--- src/rtl/tff_counter_if.sv ---
// Control and status bundle for the T flip-flop counter bank.
// The master drives mode/load/clear controls; the slave (counter) returns state and flags.
interface tff_counter_if #(
    parameter int WIDTH = 4
);
    logic             en;
    logic [1:0]       mode;
    logic [WIDTH-1:0] t_vec;
    logic             load;
    logic [WIDTH-1:0] load_val;
    logic             clr_ovf;
    logic [WIDTH-1:0] q;
    logic [WIDTH-1:0] q_bar;
    logic             tc;
    logic             ovf;

    modport master (
        output en, mode, t_vec, load, load_val, clr_ovf,
        input  q, q_bar, tc, ovf
    );

    modport slave (
        input  en, mode, t_vec, load, load_val, clr_ovf,
        output q, q_bar, tc, ovf
    );
endinterface

--- src/rtl/tff_counter.sv ---
// WIDTH-bit bank of T flip-flops: up/down ripple-style count, raw toggle mask or hold,
// with synchronous load, optional saturation, a registered terminal-count pulse and sticky overflow.
module tff_counter #(
    parameter int               WIDTH     = 4,
    parameter bit               SATURATE  = 1'b0,
    parameter logic [WIDTH-1:0] RESET_VAL = '0
) (
    input  logic           clk,
    input  logic           rst,
    tff_counter_if.slave   bus
);
    localparam logic [1:0] MODE_UP  = 2'b00;
    localparam logic [1:0] MODE_DN  = 2'b01;
    localparam logic [1:0] MODE_TGL = 2'b10;

    logic [WIDTH-1:0] r_q;
    logic [WIDTH-1:0] w_q_next;
    logic             r_tc;
    logic             w_tc_next;
    logic             r_ovf;
    logic             w_ovf_next;
    logic [WIDTH-1:0] w_t_up;
    logic [WIDTH-1:0] w_t_dn;
    logic             w_bnd_up;
    logic             w_bnd_dn;

    // Each bit toggles when every lower bit is 1 (up) or 0 (down).
    generate
        for (genvar gi = 0; gi < WIDTH; gi++) begin : g_tinput
            if (gi == 0) begin : g_lsb
                assign w_t_up[gi] = 1'b1;
                assign w_t_dn[gi] = 1'b1;
            end else begin : g_upper
                assign w_t_up[gi] = &r_q[gi-1:0];
                assign w_t_dn[gi] = &(~r_q[gi-1:0]);
            end
        end
    endgenerate

    assign w_bnd_up = &r_q;
    assign w_bnd_dn = ~|r_q;

    always_comb begin
        w_q_next   = r_q;
        w_tc_next  = 1'b0;
        w_ovf_next = r_ovf & ~bus.clr_ovf;
        if (bus.load) begin
            w_q_next = bus.load_val;
        end else if (bus.en) begin
            case (bus.mode)
                MODE_UP: begin
                    if (!(w_bnd_up && SATURATE)) w_q_next = r_q ^ w_t_up;
                    if (w_bnd_up) begin
                        w_tc_next  = 1'b1;
                        w_ovf_next = 1'b1;
                    end
                end
                MODE_DN: begin
                    if (!(w_bnd_dn && SATURATE)) w_q_next = r_q ^ w_t_dn;
                    if (w_bnd_dn) begin
                        w_tc_next  = 1'b1;
                        w_ovf_next = 1'b1;
                    end
                end
                MODE_TGL: w_q_next = r_q ^ bus.t_vec;
                default:  w_q_next = r_q;
            endcase
        end
    end

    always_ff @(posedge clk or posedge rst) begin
        if (rst) begin
            r_q   <= RESET_VAL;
            r_tc  <= 1'b0;
            r_ovf <= 1'b0;
        end else begin
            r_q   <= w_q_next;
            r_tc  <= w_tc_next;
            r_ovf <= w_ovf_next;
        end
    end

    assign bus.q     = r_q;
    assign bus.q_bar = ~r_q;
    assign bus.tc    = r_tc;
    assign bus.ovf   = r_ovf;
endmodule
--- src/flat_wrapper.sv ---
// flat-port wrapper written by rule: the top's interface ports become plain ports
module tff_counter_flat 
#(
    parameter int               WIDTH     = 4,
    parameter bit               SATURATE  = 1'b0,
    parameter logic [WIDTH-1:0] RESET_VAL = '0
)
  (clk, rst, bus_en, bus_mode, bus_t_vec, bus_load, bus_load_val, bus_clr_ovf, bus_q, bus_q_bar, bus_tc, bus_ovf);
  tff_counter_if #(.WIDTH(WIDTH)) bus_i ();
  input  logic clk;
  input  logic rst;
  input wire logic [$bits(bus_i.en)-1:0] bus_en;
  input wire logic [$bits(bus_i.mode)-1:0] bus_mode;
  input wire logic [$bits(bus_i.t_vec)-1:0] bus_t_vec;
  input wire logic [$bits(bus_i.load)-1:0] bus_load;
  input wire logic [$bits(bus_i.load_val)-1:0] bus_load_val;
  input wire logic [$bits(bus_i.clr_ovf)-1:0] bus_clr_ovf;
  output wire logic [$bits(bus_i.q)-1:0] bus_q;
  output wire logic [$bits(bus_i.q_bar)-1:0] bus_q_bar;
  output wire logic [$bits(bus_i.tc)-1:0] bus_tc;
  output wire logic [$bits(bus_i.ovf)-1:0] bus_ovf;
  assign bus_i.en = bus_en;
  assign bus_i.mode = bus_mode;
  assign bus_i.t_vec = bus_t_vec;
  assign bus_i.load = bus_load;
  assign bus_i.load_val = bus_load_val;
  assign bus_i.clr_ovf = bus_clr_ovf;
  assign bus_q = bus_i.q;
  assign bus_q_bar = bus_i.q_bar;
  assign bus_tc = bus_i.tc;
  assign bus_ovf = bus_i.ovf;
  tff_counter #(.WIDTH(WIDTH), .SATURATE(SATURATE), .RESET_VAL(RESET_VAL)) u_core (.clk(clk), .rst(rst), .bus(bus_i));
endmodule
--- config.mk ---
export PLATFORM = sky130hd
export DESIGN_NAME = tff_counter_flat
export DESIGN_NICKNAME = d
export VERILOG_FILES = /design/src/rtl/tff_counter_if.sv /design/src/rtl/tff_counter.sv /design/src/flat_wrapper.sv
export SDC_FILE = /design/constraint.sdc
export NUM_CORES = 1
export LEC_CHECK = 0
export ABC_AREA = 0
export BUFFER_PORTS_ARGS = -buffer_cell sky130_fd_sc_hd__buf_2
export CAP_MARGIN = 15
export CORE_AREA = 3 3 40 42
export CTS_CLUSTER_SIZE = 28
export DETAILED_ROUTE_END_ITERATION = 6
export DIE_AREA = 0 0 43 45
export PLACE_DENSITY = 0.71
export SYNTH_ARGS = -nofsm -noshare
export SYNTH_HDL_FRONTEND = slang
export SYNTH_SLANG_ARGS = --single-unit
--- constraint.sdc ---
create_clock -name clk -period 2.6 [get_ports clk]
set_clock_uncertainty 0.05 [all_clocks]
set_input_delay 0.52 -clock clk [delete_from_list [all_inputs] [get_ports clk]]
set_output_delay 0.52 -clock clk [all_outputs]
set_load 0.03 [all_outputs]
==> impl_metrics.py, run 1 <==
metrics = {
    "sta": {
        "setup_tns_ns": 0,
        "timing.hold.ws_ns": 0.132,
        "fin_crit_ns": 1.59,
        "min_period_over_period_pct": 61.0,
        "tightest_slew_ns": 0.409,
        "rsz0062_at_grt": "false",
        "setup-violations-final": 0,
        "hold_viol": 0,
        "fmaxAchievable_mhz": 630,
        "slew_viol_final": 0,
        "max-slew-margin-rel_pct": 72.4,
    },
    "power": {
        "p_clk_share_pct": 26.6,
        "switchingPower_uw": 134,
        "pwr_density_cell_nw_per_um2": 571,
        "seqPwrFrac_pct": 35.5,
        "peakVddDrop_mv": 0.284,
        "share_comb_of_total_power_pct": 37.9,
        "leakage_nw": 0.297,
        "p_int_uw": 203,
        "swShare_pct": 39.9,
    },
    "synthesis": {
        "synthTopCellsByCount": "6 x dfrtp_1, 6 x inv_1, 5 x nor2_1",
        "synth_top_area_share_pct": 33.0,
        "synth_edf_count": 0,
        "ys_ff_latch": 6,
        "synth.avg_cell_area_sq_um": 8.76,
        "syn_nets": 67,
        "synthFlopType": "dfrtp_1",
        "ys_async_sr_fraction_pct": 100,
        "yosys_warnings": 0,
        "yosysTopAreaCell": "dfrtp_1",
        "ys_seq_area_share_pct": 33.0,
        "synth_area_leaders": "dfrtp_1 33%, buf_6 4.9%, inv_1 4.9%",
        "synth_cell_type_count": 30,
        "synth_area_sq_um": 455,
        "postSynthCellCount": 52,
    },
    "setup_path": {
        "worst_setup_path_end_kind": "output port",
        "slowest_stage": "dfrtp_1",
        "path_class": "flop to output port",
        "worstRegToRegCells": 3,
        "critical_path_arrival_ns": 1.02,
        "crit_path_max_fanout": 8,
        "start_kind": "flop",
        "cp_slowest_stage_delay_ns": 0.45,
        "rrSetupSlack_ns": 1.25,
        "path_cells": "inv_1 > buf_2",
        "cp_data_required_time_ns": 2.03,
    },
    "detailed_routing": {
        "viasPerCell": 4.98,
        "routed_wl_um": 1060,
        "via_count": 453,
        "post-route-drc-count": 0,
        "wl_per_cell_um": 11.7,
        "dr.pass1.iters": 4,
        "drt-initial-drc-count": 14,
        "ant_nets": 0,
    },
    "clock_tree": {
        "cts_tree": "done",
        "htreeDepth": 1,
        "post_cts_buffers": 0,
        "numCtsBuffers": 3,
        "cts-root-buf": "clkbuf_4",
        "post_cts_resized": 0,
        "clk_latency_ns": 0.25,
        "path_clk_slew_ns": 0.05,
        "clock_sinks": 6,
        "ctsHoldBuffers": 0,
        "cts_buffer_depth": 2,
    },
    "die": {
        "io_pins": 25,
        "die_area_sq_um": 1940,
        "core_sq_um": 1280,
        "die_w_um": 43,
        "initial_core_util_pct": 35.4,
        "fp.dieH_um": 45,
        "num_rows": 13,
    },
    "global_routing": {
        "first_global_vias": 383,
        "track_usage_pct": 12.5,
        "antenna_found_initial": 0,
        "grt_pass1_wl_um": 1710,
        "grt_max_degree": 13,
        "grt-ovfl-total": 0,
    },
    "final_layout": {
        "syn_to_final_growth_pct": 29.7,
        "drive_above_1_share_pct": 39.5,
        "seq_area_sq_um": 150,
        "nNetsFinal": 93,
        "antenna_cells": 0,
        "multiInputGateArea_sq_um": 256,
        "fillers": 134,
    },
    "placed_design": {
        "numPortBuffers": 24,
        "hpwl_um": 858,
        "place_congestion": 0.798,
    },
    "outcome": {
        "outcome": "completed",
    },
    "worst_hold_path": {
        "hp-class": "input port to asynchronous set/reset pin",
    },
    "run": {
        "maxCapViolations": 0,
    },
}
==> registers in the layout, summed over array words and instances (netlist names) <==
register	cells
u_core.bus.ovf	1
u_core.bus.q	4
u_core.bus.tc	1
==> cells in the final DEF (no fill, tap or decap) <==
cell and n:
nor4b_1 1, o32ai_1 1, o311ai_0 1, o41ai_1 1, nand2b_1 3, clkbuf_4 3, o31ai_1 1, inv_1 6
dfrtp_1 6, nand3b_1 1, xor2_1 1, nand3_1 1, a21bo_2 1, buf_2 24, a21boi_1 1, a222oi_1 1
nor2_1 5, o21ai_1 1, o211ai_1 1, nor4_1 1, and3b_2 1, nand2_1 3, xnor2_1 2, a21oi_1 1
mux2i_1 2, and4bb_1 1, o21ai_0 1, nor3_1 2, mux2_2 1, o22ai_1 1
==> per-layer routing <==
metal / GRT usage (%) / vias to the layer above / wire (um)
met5: 0 / - / 0
met4: 3.61 / 0 / 0
met3: 7.57 / 0 / 100
met2: 18.9 / 18 / 521
met1: 14.9 / 197 / 441
li1: - / 238 / -
==> logic make-up after synthesis <==
kind of cell	after synthesis	synth area share, %
AO/OA/AOI/OAI	12	19.8
XOR/XNOR	3	5.77
buffers and inverters	9	10.7
flip-flops	6	33.0
multiplexers	3	6.87
AND/OR/NAND/NOR	19	23.9
==> final timing paths <==
| check | start | end |
|---|---|---|
| min reg2reg | u_core.bus.ovf | u_core.bus.ovf |
| max in group asynchronous | rst | u_core.bus.q[2] |
| max reg2reg | u_core.bus.q[0] | u_core.bus.q[3] |
| min in group clk | bus_clr_ovf | u_core.bus.ovf |
| min | rst | u_core.bus.q[1] |
| max | u_core.bus.q[1] | bus_q_bar[1] |
==> power by group through the flow <==
stage,sequential (mW),combinational [mW],clock (mW)
6_report,0.120,0.128,0.0898
5_1_grt,0.122,0.139,0.102
4_1_cts,0.120,0.130,0.0935
3_5_place_dp,0.121,0.129,0
3_3_place_gp,0.121,0.128,0
2_1_floorplan,0.139,0.0735,0
==> area by class of cell <==
type,instances,share of cell area (%)
multi-input combinational,37,43.4
sequential,6,25.4
tap,15,3.18
timing repair buffer,24,20.3
inverter,6,3.81
clock buffer,3,3.81
==> through the flow <==
stage | total power [mW] | util (%) | instance area [sq um] | instances | worst slack (ns)
final | 0.337 | 46.0 | 591 | 91 | 1.01
after global routing | 0.362 | 46.0 | 591 | 91 | 0.946
after CTS | 0.343 | 46.0 | 591 | 91 | 1.00
after detailed placement | 0.251 | 44.2 | 568 | 88 | 0.953
after global placement | 0.248 | 44.2 | 568 | 88 | 0.993
after floorplan | 0.212 | - | 455 | 52 | 1.14
==> critical path, delay by kind of cell, from the launching register on <==
| kind | cells | cell delay (ns) |
|---|---|---|
| buffers and inverters | 2 | 0.32 |
| flip-flops | 1 | 0.45 |
(Power assumes the default switching activity.)
==> inputs of run 2 (changes only) <==
--- a/config.mk
+++ b/config.mk
@@ -5,14 +5,14 @@
 export SDC_FILE = /design/constraint.sdc
 export NUM_CORES = 1
 export LEC_CHECK = 0
-export ABC_AREA = 0
+export ABC_AREA = 1
 export BUFFER_PORTS_ARGS = -buffer_cell sky130_fd_sc_hd__buf_2
 export CAP_MARGIN = 15
 export CORE_AREA = 3 3 40 42
 export CTS_CLUSTER_SIZE = 28
 export DETAILED_ROUTE_END_ITERATION = 6
 export DIE_AREA = 0 0 43 45
-export PLACE_DENSITY = 0.71
+export PLACE_DENSITY = 0.72
 export SYNTH_ARGS = -nofsm -noshare
 export SYNTH_HDL_FRONTEND = slang
 export SYNTH_SLANG_ARGS = --single-unit
==> constraint.sdc (replaced) <==
create_clock -name clk -period 1.5 [get_ports clk]
set_clock_uncertainty 0.05 [all_clocks]
set_input_delay 0.3 -clock clk [delete_from_list [all_inputs] [get_ports clk]]
set_output_delay 0.3 -clock clk [all_outputs]
set_load 0.03 [all_outputs]
==> run 2 against run 1 <==
  * Cell area increased by 7.2%
  * Non-clock buffer count rose by 1
  * Combinational power is 75% higher
  * Clock power grew 83%
  * Total power increased by 73%
  * Core utilization up 3.3 points
  * Critical endpoint is now bus_q_bar[2]
  * Highest routed layer is now met4
==> impl_metrics.py, run 2 <==
metrics = {
    "synthesis": {
        "synth_top_area_share_pct": 32.5,
        "synth_area_sq_um": 462,
        "postSynthCellCount": 76,
        "synthTopCellsByCount": "25 x nand2_1, 9 x nand3_1, 9 x nor2_1",
        "ys_seq_area_share_pct": 32.5,
        "synth.most_common_cell": "nand2_1",
        "synthFlopType": "dfrtp_1",
        "yosys_warnings": 0,
        "syn_nets": 91,
        "synth_edf_count": 0,
        "synth_cell_type_count": 17,
        "ys_async_sr_fraction_pct": 100,
        "synth_area_leaders": "dfrtp_1 33%, nand2_1 20%, nand3_1 9.8%",
        "synth.avg_cell_area_sq_um": 6.07,
        "yosysTopAreaCell": "dfrtp_1",
        "ys_ff_latch": 6,
    },
    "global_routing": {
        "track_usage_pct": 13.5,
        "grt_pass1_wl_um": 1910,
        "grt-ovfl-total": 0,
        "grt_max_degree": 8,
        "first_global_vias": 482,
        "antenna_found_initial": 0,
    },
    "placed_design": {
        "hpwl_um": 1010,
        "numPortBuffers": 24,
        "place_inst": 115,
        "place_congestion": 0.811,
    },
    "final_layout": {
        "layout_commonest_cell": "nand2_1",
        "stdcell_count": 119,
        "syn_to_final_growth_pct": 37.1,
        "nNetsFinal": 121,
        "fillers": 145,
        "largest_reg_flops": 4,
        "antenna_cells": 0,
        "drive_above_1_share_pct": 31.7,
        "layout_common_cells": "25 x nand2_1, 24 x buf_2, 9 x nand3_1, 9 x nor2_1, 8 x inv_1",
        "seq_area_sq_um": 150,
        "multiInputGateArea_sq_um": 267,
    },
    "clock_tree": {
        "htreeDepth": 1,
        "numCtsBuffers": 3,
        "cts-root-buf": "clkbuf_4",
        "post_cts_resized": 0,
        "post_cts_buffers": 0,
        "clk_latency_ns": 0.26,
        "ctsHoldBuffers": 1,
        "cts_buffer_depth": 2,
        "path_clk_slew_ns": 0.05,
        "cts_tree": "done",
        "clock_sinks": 6,
    },
    "sta": {
        "min_period_over_period_pct": 90.5,
        "max-slew-margin-rel_pct": 82.8,
        "tightest_slew_ns": 0.258,
        "fmaxAchievable_mhz": 737,
        "setup_tns_ns": 0,
        "setup-violations-final": 0,
        "hold_viol": 0,
        "fin_crit_ns": 1.36,
        "rsz0062_at_grt": "false",
        "slew_viol_final": 0,
    },
    "detailed_routing": {
        "drt-initial-drc-count": 12,
        "viasPerCell": 4.87,
        "via_count": 579,
        "post-route-drc-count": 0,
        "dr.pass1.iters": 4,
        "routed_wl_um": 1270,
        "wl_per_cell_um": 10.7,
        "ant_nets": 0,
    },
    "power": {
        "peakVddDrop_mv": 0.418,
        "pwr_density_cell_nw_per_um2": 921,
        "leakage_nw": 0.361,
    },
    "setup_path": {
        "critical_path_arrival_ns": 1.01,
        "path_cells": "inv_1 > buf_2",
        "crit_path_start": "u_core.bus.q[2]",
        "start_kind": "flop",
        "cp_data_required_time_ns": 1.15,
        "slowest_stage": "dfrtp_1",
        "path_class": "flop to output port",
        "crit_path_max_fanout": 5,
        "r2r_start": "u_core.bus.q[0]",
        "cp_slowest_stage_delay_ns": 0.41,
        "worst_setup_path_end_kind": "output port",
    },
    "worst_hold_path": {
        "hp-start": "bus_load_val[1]",
        "hp-class": "input port to flop",
    },
    "run": {
        "maxCapViolations": 0,
    },
    "outcome": {
        "outcome": "completed",
    },
    "die": {
        "die_area_sq_um": 1940,
        "die_w_um": 43,
        "core_sq_um": 1280,
        "fp.dieH_um": 45,
        "num_rows": 13,
        "initial_core_util_pct": 35.9,
        "io_pins": 25,
    },
}
run 2: cell count changes in the layout (fill, tap and decap cells not counted), moves of 2 or more:
| cell | change |
|---|---|
| inv_1 | +2 |
| inv_2 | +3 |
| mux2i_1 | -2 |
| nand2_1 | +22 |
| nand2b_1 | -3 |
| nand3_1 | +8 |
| nand4_1 | +4 |
| nor2_1 | +4 |
| nor3_1 | -2 |
| xnor2_1 | -2 |
run 2: through the flow:
| stage | utilization [%] | power [mW] | worst slack [ns] | area (sq um) | hold slack (ns) |
|---|---|---|---|---|---|
| after floorplan | - | 0.348 | 0.0927 | 462 | 0.0410 |
| after global placement | 46.7 | 0.419 | 0.277 | 601 | 0.181 |
| after detailed placement | 46.7 | 0.422 | 0.246 | 601 | 0.197 |
| after CTS | 49.3 | 0.592 | 0.129 | 633 | 0.217 |
| after global routing | 49.3 | 0.623 | 0.0725 | 633 | 0.226 |
| final | 49.3 | 0.583 | 0.143 | 633 | 0.218 |
run 2: report_power, final:
group	internal [mW]	switching (mW)
combinational	0.0716	0.153
sequential	0.177	0.0175
clock	0.0915	0.0722
total	0.341	0.242
run 2: logic make-up after synthesis:
logic type	after synthesis	synth area share, %
and+or+nand+nor	52	49.9
buffers and inverters	12	9.76
AOI/OAI and AO/OA	6	7.86
DFF	6	32.5
run 2: final cells by class:
type	instances	share of cell area [%]
Sequential cell	6	23.7
Timing Repair Buffer	25	20.6
Clock buffer	3	3.56
Inverter	12	7.11
Multi-Input combinational cell	58	42.1
Tap cell	15	2.96
run 2: metal layers:
layer | global-route usage [%] | vias up | routed length (um)
met3 | 5.98 | 4 | 114
met4 | 5.42 | 0 | 21
met5 | 0 | - | 0
li1 | - | 298 | -
met1 | 15.9 | 251 | 544
met2 | 21.6 | 26 | 592
run 2: worst max-delay path, delay by kind of cell, from the launching register on:
family	cells	cell delay, ns
flip-flops	1	0.41
buffers and inverters	2	0.34
run 2: final timing paths:
check                                  end  slack (ns)  depth (start not counted)
min                        u_core.bus.q[1]        0.22                          3
min reg2reg                 u_core.bus.ovf        0.44                          2
min in group asynchronous  u_core.bus.q[1]        0.45                          3
max reg2reg                u_core.bus.q[1]        0.29                          5
max                           bus_q_bar[2]        0.14                          2
max in group asynchronous   u_core.bus.ovf        0.74                          3
